<file path="config.mk">
export PLATFORM = sky130hd
export DESIGN_NAME = fmc_bus_arbiter
export DESIGN_NICKNAME = d
export VERILOG_FILES = /design/src/rtl/fmc_bus_arbiter.sv
export SDC_FILE = /design/constraint.sdc
export NUM_CORES = 1
export LEC_CHECK = 0
export CORE_ASPECT_RATIO = 2
export CORE_UTILIZATION = 40
export DETAILED_ROUTE_END_ITERATION = 6
export PLACE_DENSITY_LB_ADDON = 0.25
export SLEW_MARGIN = 20
export SYNTH_ARGS = -nofsm -noshare
export SYNTH_HDL_FRONTEND = slang
export SYNTH_SLANG_ARGS = --single-unit
</file>
<file path="constraint.sdc">
create_clock -name clk_i -period 2.5 [get_ports clk_i]
set_input_delay 0.5 -clock clk_i [delete_from_list [all_inputs] [get_ports clk_i]]
set_output_delay 0.5 -clock clk_i [all_outputs]
set_load 0.01 [all_outputs]
</file>
<file path="src/rtl/fmc_bus_arbiter.sv">
// fmc_bus_arbiter
// Shares one downstream memory/register bus between the FMC host slave and a
// local on-chip requester. One transaction is in flight at a time. The host has
// priority, but the local port is guaranteed a slot after MaxHostBurst host
// grants. Accesses that stall downstream are aborted with an error response,
// and the host wait line stretches external FMC cycles while the host is pending.
module fmc_bus_arbiter #(
    parameter int AddrWidth     = 13,
    parameter int DataWidth     = 13,
    parameter int MaxHostBurst  = 4,
    parameter int TimeoutCycles = 64
) (
    input  logic                 clk_i,
    input  logic                 rst_ni,
    // host (FMC slave) port
    input  logic                 h_req_i,
    input  logic                 h_we_i,
    input  logic [AddrWidth-1:0] h_addr_i,
    input  logic [DataWidth-1:0] h_wdata_i,
    output logic                 h_gnt_o,
    output logic                 h_rvalid_o,
    output logic [DataWidth-1:0] h_rdata_o,
    output logic                 h_err_o,
    output logic                 h_wait_o,
    // local requester port
    input  logic                 l_req_i,
    input  logic                 l_we_i,
    input  logic [AddrWidth-1:0] l_addr_i,
    input  logic [DataWidth-1:0] l_wdata_i,
    output logic                 l_gnt_o,
    output logic                 l_rvalid_o,
    output logic [DataWidth-1:0] l_rdata_o,
    output logic                 l_err_o,
    // downstream bus
    output logic                 m_req_o,
    output logic                 m_we_o,
    output logic [AddrWidth-1:0] m_addr_o,
    output logic [DataWidth-1:0] m_wdata_o,
    input  logic                 m_gnt_i,
    input  logic                 m_rvalid_i,
    input  logic [DataWidth-1:0] m_rdata_i
);

    localparam int StarveWidth = $clog2(MaxHostBurst + 1);
    localparam int TimerWidth  = $clog2(TimeoutCycles + 1);
    localparam logic [StarveWidth-1:0] StarveLimit = StarveWidth'(MaxHostBurst);
    localparam logic [TimerWidth-1:0]  TimerLast   = TimerWidth'(TimeoutCycles - 1);
    localparam logic [TimerWidth-1:0]  TimerOne    = TimerWidth'(1);
    localparam logic [StarveWidth-1:0] StarveOne   = StarveWidth'(1);

    typedef enum logic [1:0] {
        ST_IDLE = 2'd0,
        ST_REQ  = 2'd1,
        ST_RSP  = 2'd2
    } state_e;

    state_e                 r_state;
    logic                   r_ownerLocal;
    logic                   r_we;
    logic [AddrWidth-1:0]   r_addr;
    logic [DataWidth-1:0]   r_wdata;
    logic                   r_mReq;
    logic [TimerWidth-1:0]  r_timer;
    logic [StarveWidth-1:0] r_starve;
    logic                   r_hRvalid;
    logic                   r_lRvalid;
    logic [DataWidth-1:0]   r_hRdata;
    logic [DataWidth-1:0]   r_lRdata;
    logic                   r_hErr;
    logic                   r_lErr;

    logic                   w_arbOpen;
    logic                   w_localWins;
    logic                   w_hGnt;
    logic                   w_lGnt;
    logic                   w_timerExpired;
    logic                   w_cplValid;
    logic [DataWidth-1:0]   w_cplData;
    logic                   w_cplErr;

    // Arbitrate only in IDLE outside a response cycle; host wins unless the local port has starved long enough
    always_comb begin
        w_arbOpen   = rst_ni && (r_state == ST_IDLE) && !r_hRvalid && !r_lRvalid;
        w_localWins = l_req_i && (r_starve == StarveLimit);
        w_hGnt      = w_arbOpen && h_req_i && !w_localWins;
        w_lGnt      = w_arbOpen && l_req_i && !w_hGnt;
    end

    // Decide whether the in-flight transaction finishes this cycle; a real completion beats the timeout
    always_comb begin
        w_timerExpired = (r_timer >= TimerLast);
        w_cplValid     = 1'b0;
        w_cplData      = '0;
        w_cplErr       = 1'b0;
        case (r_state)
            ST_REQ: begin
                if (m_gnt_i) begin
                    w_cplValid = r_we;
                end else if (w_timerExpired) begin
                    w_cplValid = 1'b1;
                    w_cplData  = '1;
                    w_cplErr   = 1'b1;
                end
            end
            ST_RSP: begin
                if (m_rvalid_i) begin
                    w_cplValid = 1'b1;
                    w_cplData  = m_rdata_i;
                end else if (w_timerExpired) begin
                    w_cplValid = 1'b1;
                    w_cplData  = '1;
                    w_cplErr   = 1'b1;
                end
            end
            default: begin
                w_cplValid = 1'b0;
            end
        endcase
    end

    // Transaction FSM: latch the winner's request, present it downstream, wait for data, count toward timeout
    always_ff @(posedge clk_i or negedge rst_ni) begin
        if (!rst_ni) begin
            r_state      <= ST_IDLE;
            r_ownerLocal <= 1'b0;
            r_we         <= 1'b0;
            r_addr       <= '0;
            r_wdata      <= '0;
            r_mReq       <= 1'b0;
            r_timer      <= '0;
        end else begin
            case (r_state)
                ST_IDLE: begin
                    if (w_hGnt || w_lGnt) begin
                        r_state      <= ST_REQ;
                        r_mReq       <= 1'b1;
                        r_ownerLocal <= w_lGnt;
                        r_we         <= w_lGnt ? l_we_i    : h_we_i;
                        r_addr       <= w_lGnt ? l_addr_i  : h_addr_i;
                        r_wdata      <= w_lGnt ? l_wdata_i : h_wdata_i;
                        r_timer      <= '0;
                    end
                end
                ST_REQ: begin
                    if (m_gnt_i) begin
                        r_mReq  <= 1'b0;
                        r_state <= r_we ? ST_IDLE : ST_RSP;
                        r_timer <= r_timer + TimerOne;
                    end else if (w_timerExpired) begin
                        r_mReq  <= 1'b0;
                        r_state <= ST_IDLE;
                    end else begin
                        r_timer <= r_timer + TimerOne;
                    end
                end
                ST_RSP: begin
                    if (w_cplValid) begin
                        r_state <= ST_IDLE;
                    end else begin
                        r_timer <= r_timer + TimerOne;
                    end
                end
                default: begin
                    r_state <= ST_IDLE;
                    r_mReq  <= 1'b0;
                end
            endcase
        end
    end

    // Return a one-cycle response to whichever port owns the finished transaction; the other port stays quiet
    always_ff @(posedge clk_i or negedge rst_ni) begin
        if (!rst_ni) begin
            r_hRvalid <= 1'b0;
            r_lRvalid <= 1'b0;
            r_hRdata  <= '0;
            r_lRdata  <= '0;
            r_hErr    <= 1'b0;
            r_lErr    <= 1'b0;
        end else begin
            r_hRvalid <= w_cplValid && !r_ownerLocal;
            r_lRvalid <= w_cplValid && r_ownerLocal;
            r_hRdata  <= (w_cplValid && !r_ownerLocal) ? w_cplData : '0;
            r_lRdata  <= (w_cplValid && r_ownerLocal)  ? w_cplData : '0;
            r_hErr    <= w_cplValid && !r_ownerLocal && w_cplErr;
            r_lErr    <= w_cplValid && r_ownerLocal  && w_cplErr;
        end
    end

    // Count host grants handed out while the local port is waiting; any local grant or idle local port resets it
    always_ff @(posedge clk_i or negedge rst_ni) begin
        if (!rst_ni) begin
            r_starve <= '0;
        end else if (!l_req_i || w_lGnt) begin
            r_starve <= '0;
        end else if (w_hGnt && (r_starve != StarveLimit)) begin
            r_starve <= r_starve + StarveOne;
        end
    end

    assign h_gnt_o    = w_hGnt;
    assign l_gnt_o    = w_lGnt;
    assign h_rvalid_o = r_hRvalid;
    assign l_rvalid_o = r_lRvalid;
    assign h_rdata_o  = r_hRdata;
    assign l_rdata_o  = r_lRdata;
    assign h_err_o    = r_hErr;
    assign l_err_o    = r_lErr;

    assign m_req_o    = r_mReq;
    assign m_we_o     = r_we;
    assign m_addr_o   = r_addr;
    assign m_wdata_o  = r_wdata;

    assign h_wait_o   = (h_req_i || ((r_state != ST_IDLE) && !r_ownerLocal)) && !r_hRvalid;

endmodule
</file>
======== Word-level counts from Yosys, hierarchy flattened ========
Cells that the tools add are included.
cells by class
  eq/ne operators ......................... 9
  bitwise logic cells ..................... 1
  order comparisons ....................... 1
  add/subtract/negate cells ............... 2
  multiplexer cells ....................... 33
  reduce and logical (&&, ||, !) cells .... 32
operator list
  cell                 count
  $mux 13              7
  $mux 7               4
  $pmux 13 s2          1
  $pmux 7 s3           1
  $logic_and 1x1->1    15
  $mux 2               5
  $mux 1               9
  $ne 3x3->1 const B   3
  $add 7x1->7 const B  1
  $ge 7x6->1 const B   1
  $logic_not 1->1      6
  $mux 3               2
  $pmux 2 s3           1
  $reduce_and 3->1     2
  $ne 2x2->1 const B   2
  $pmux 1 s2           2
  $reduce_and 4->1     1
  $reduce_bool 2->1    2
  $add 3x1->3 const B  1
  $eq 3x3->1 const B   1
  $logic_or 1x1->1     3
  $pmux 1 s3           1
  $reduce_bool 3->1    1
  $eq 2x1->1 const B   1
  5 further kinds      5
word-level totals
  register bits ........................... 71
  logic and storage cells ................. 92
  bits of input ports ..................... 73

======== Longest topological paths before layout ========
  depth after elaboration ................. 11
  gate-level depth with buffers ........... 9
  gate-level depth less buffers ........... 7

======== Worst setup path before layout ========
OpenSTA, ideal clock, no wires.
  path type ............................... register to register
  from .................................... register r_state[0]
  to ...................................... register r_timer[3]
  data arrival time ....................... 2040 ps
  cell stages (with the launch flop) ...... 8
  path buffers ............................ 1
  slack ................................... 336 ps
  data required time ...................... 2376 ps
  cells stage by stage .................... dfrtp_1 -> inv_1 -> ha_1 -> and4_1 -> a2111o_1 -> or2_1 -> buf_6 -> a211o_1
on the way
  word-level cells in the longest chain between the ends .. 11
RTL lines
  element                         RTL line  source
  start: declaration              57        state_e r_state;
  start signal: assignment        147       r_state <= r_we ? ST_IDLE : ST_RSP;
  $logic_not 2->1                 83, 132
  $logic_and 1x1->1 (3 in a row)  83        w_arbOpen = rst_ni && (r_state == ST_IDLE) && !r_hRvalid && !r_lRvalid;
  $logic_and 1x1->1 (2 in a row)  85        w_hGnt = w_arbOpen && h_req_i && !w_localWins;
  $logic_not 1->1                 86        w_lGnt = w_arbOpen && l_req_i && !w_hGnt;
  $logic_and 1x1->1               86
  $logic_or 1x1->1                134       if (w_hGnt || w_lGnt) begin
  $ne 2x1->1 (no line)            --
  $reduce_and 4->1 (no line)      --
  end signal: assignment          148       r_timer <= r_timer + TimerOne;
  end signal: assignment          153       r_timer <= r_timer + TimerOne;
  end signal: assignment          160       r_timer <= r_timer + TimerOne;
  end: declaration                63        logic [TimerWidth-1:0] r_timer;
Several ways; a longest one is shown, not always the timed one.
A chain may end at the register's enable or synchronous reset.

======== Worst setup path in the final report ========
  from .................................... register r_hRvalid (netlist: h_rvalid_o)
  to ...................................... output h_gnt_o
on the way
  word-level cells in the longest chain between the ends .. 5
RTL lines
  element                         RTL line  source
  start: declaration              65        logic r_hRvalid;
  start signal: assignment        181       r_hRvalid <= w_cplValid && !r_ownerLocal;
  $logic_not 1->1                 83
  $logic_and 1x1->1 (2 in a row)  83
  $logic_and 1x1->1 (2 in a row)  85
  end: declaration                20        output logic h_gnt_o,
No other way between the ends.

==> impl_results.md <==
* Origin of the critical flop-to-flop path: r_timer[0]
* Global-route wire length before repair at 13.2 mm
* Number of hold buffers added after cts at 0
* Vias at 2874
* GPL Wtd Cong at 0.848
* DP HPWL at 6.11 mm
* FF+latch count, synth at 71
* Async set or reset register ratio after synthesis at 100%
* YS warnings at 0
* CTS H-tree lvls at 3
* Distinct cells, synth at 37
* Worst-margin pin slew at 0.897 ns
* Worst-skew pair later-pin latency at 0.33 ns
* Fin. Hold Viols at 0
* CTS tree: done
* RSZ-0062 raised after global routing: no
* Clock Sinks at 71
* Area grow syn2layout at 54.5%
* Pwr Density at 908 mW/mm^2
* Total Routing Usage GR at 20.7%
* Cell row count at 46
* Core Footprint at 0.00800 sq mm
* Initial antenna violation count at 0
* GR Overflow Total at 0
* Fillers at 681
* Die height at 131 um
* Largest net degree at the start of global routing at 72
* Per-cell routed wire length at 14.4 um
* Max-slew headroom at 40.2%
* Clk slew on worst S/H paths at 0.05 ns
* Buffers added on ports at 133
* Maximum vdd ir drop at 0.589 mV
* Die X at 66.3 um
* Share of the yosys chip area belonging to registers at 53.7%
* Max Freq at 410 MHz
* Final #Nets at 550
* Crit path largest cell delay at 0.53 ns
* Cts bufs inserted at 9
* Critical path peak fanout at 4
* Final-report setup violation count at 0
* Mean Syn Cell Area at 10.0 sq um
* Synthesized cell area at 0.00331 sq mm
* Clk root buf: clkbuf_16
* Max Cap Viol at 0
* Startpoint types: flop
* Post-layout total power at 0.00464 W
* WS Path Type: reg -> out
* CP max-delay cell: clkdlybuf4s50_1
* Routed Antenna Nets at 0
* Share of layout cells above drive strength 1 at 9.11%
* CP delay by family, top: simple AND/OR/NAND/NOR gates
* Gate count of the mapped netlist at 331
* DRC Markers at 0
* Iter 0 DRT Violations at 229
* CP Buf/Inv Count at 1
* Main synth FF type: dfrtp_1
* Number of synthesized flops with an enable pin at 0
* Worst Hold Class: in -> async
* Leakage at 2.37 nW
* Syn nets at 412
* Initial Util at 41.4%
* CP cell instances: nor3b_4 > and2_2 > and3_1 > clkdlybuf4s50_1
* Postcts setup bufs at 0
* Drt first pass iters at 4
* Fin crit period at 2.44 ns
* WP data required at 2.00 ns
* CP Launch Point: h_rvalid_o
* Antenna cell count at 0
* Status: completed
* Setup_tns at 0 ns
* Vias in the first global route at 2862
* Critical path endpoint category: output port
* Clock skew at 0.00739 ns
* Vias per inst at 5.06
* Post-Route WL at 8.19 mm
* Final worst-path cycle share at 97.6%
* Max clock buf depth at 2
* CP arrival at 1.94 ns
* Die area at 0.00867 sq mm
* I/O pins at 134
* Max-slew violation count at 0
-- sequential cells by signal (all words and copies together) (netlist names) --
name and flops:
h_rdata_o 13, l_rdata_o 13, m_addr_o 13, m_wdata_o 13
r_timer 7, r_starve 3, r_state 2, h_err_o 1
h_rvalid_o 1, l_err_o 1, l_rvalid_o 1, m_req_o 1
m_we_o 1, r_ownerLocal 1
-- placed cells by master (no fill, tap or decap), types with 4 or more instances in the layout --
cell type	instances
a21oi_1	16
and3_1	5
buf_4	11
clkbuf_16	9
clkdlybuf4s50_1	132
dfrtp_1	70
ha_1	7
inv_1	8
mux2i_1	28
nand2_1	39
nand2b_1	18
nand3_1	8
nor2_1	35
o211ai_1	4
o21ai_0	38
-- power breakdown --
part           internal, W  leakage [nW]  switching (W)
clock             0.000915         0.154       0.000450
combinational     0.000869          1.28       0.000794
sequential         0.00142         0.940       0.000190
total              0.00321          2.37        0.00143
-- metrics by stage --
stage	setup WS [ns]	instances	instance area, sq um	utilization, %	hold slack [ns]
4_1_cts	0.0159	568	5110	63.8	0.432
2_1_floorplan	0.336	331	3310	-	0.204
3_5_place_dp	0.0390	554	4770	59.7	0.471
3_3_place_gp	0.113	554	4770	59.7	0.461
6_report	0.0610	568	5110	63.9	0.378
5_1_grt	0.00125	568	5110	63.9	0.484
-- synthesized netlist by cell type, drive strengths merged (3+ instances only) --
master	count	share of area, %
nand2	39	4.4
or3b	3	0.79
nand2b	18	3.4
o21ai	39	5.9
buf	6	1.4
nor2	35	4.0
ha	8	3.0
o211ai	4	0.91
a21boi	3	0.68
a21oi	16	2.4
clkbuf	12	1.4
or2	3	0.57
nor3b	3	0.83
and3	5	0.94
mux2i	28	8.5
dfrtp	71	54
nand3	9	1.4
inv	10	1.1
-- final timing paths --
path / to / slack [ns] / cells past startpoint
min: r_timer[5] / 0.38 / 2
max in group asynchronous: h_rvalid_o / 1.46 / 2
max: h_gnt_o / 0.06 / 4
min in group clk_i: m_wdata_o[7] / 0.48 / 2
max reg2reg: r_timer[5] / 0.22 / 7
min reg2reg: m_wdata_o[7] / 0.48 / 2
-- area by class of cell --
| class | count | area, sq um | area share [%] |
|---|---|---|---|
| Multi-Input combinational cell | 232 | 1430 | 27.9 |
| Inverter | 10 | 37.5 | 0.734 |
| Sequential cell | 71 | 1780 | 34.8 |
| Timing Repair Buffer | 145 | 1430 | 27.9 |
| Clock buffer | 11 | 253 | 4.94 |
| Tap cell | 96 | 120 | 2.35 |
| Clock inverter | 3 | 67.6 | 1.32 |
-- what timing repair did --
action,CTS,global route
endpoints found under the setup margin,2,2
cloned,0,0
gates resized for setup,2,4
pin swaps,1,0
-- kinds of logic (layout without fill, tap and decap cells) --
logic type,count (synthesis),after routing,share of synthesized area (%)
AOI/OAI and AO/OA,68,68,11.8
adders and majority gates,8,8,3.02
buffers and inverters,28,169,3.89
DFF,71,71,53.7
muxes,30,30,9.15
and+or+nand+nor,126,126,18.5
-- metal layers --
| layer | vias up | share of wire [%] | track usage [%] |
|---|---|---|---|
| met4 | 0 | 3.0 | 11.5 |
| met5 | - | 0 | 0 |
| li1 | 1395 | - | - |
| met1 | 1334 | 35 | 20.9 |
| met3 | 18 | 7.2 | 5.90 |
| met2 | 127 | 55 | 37.0 |
Power figures use the tool's default switching activity.
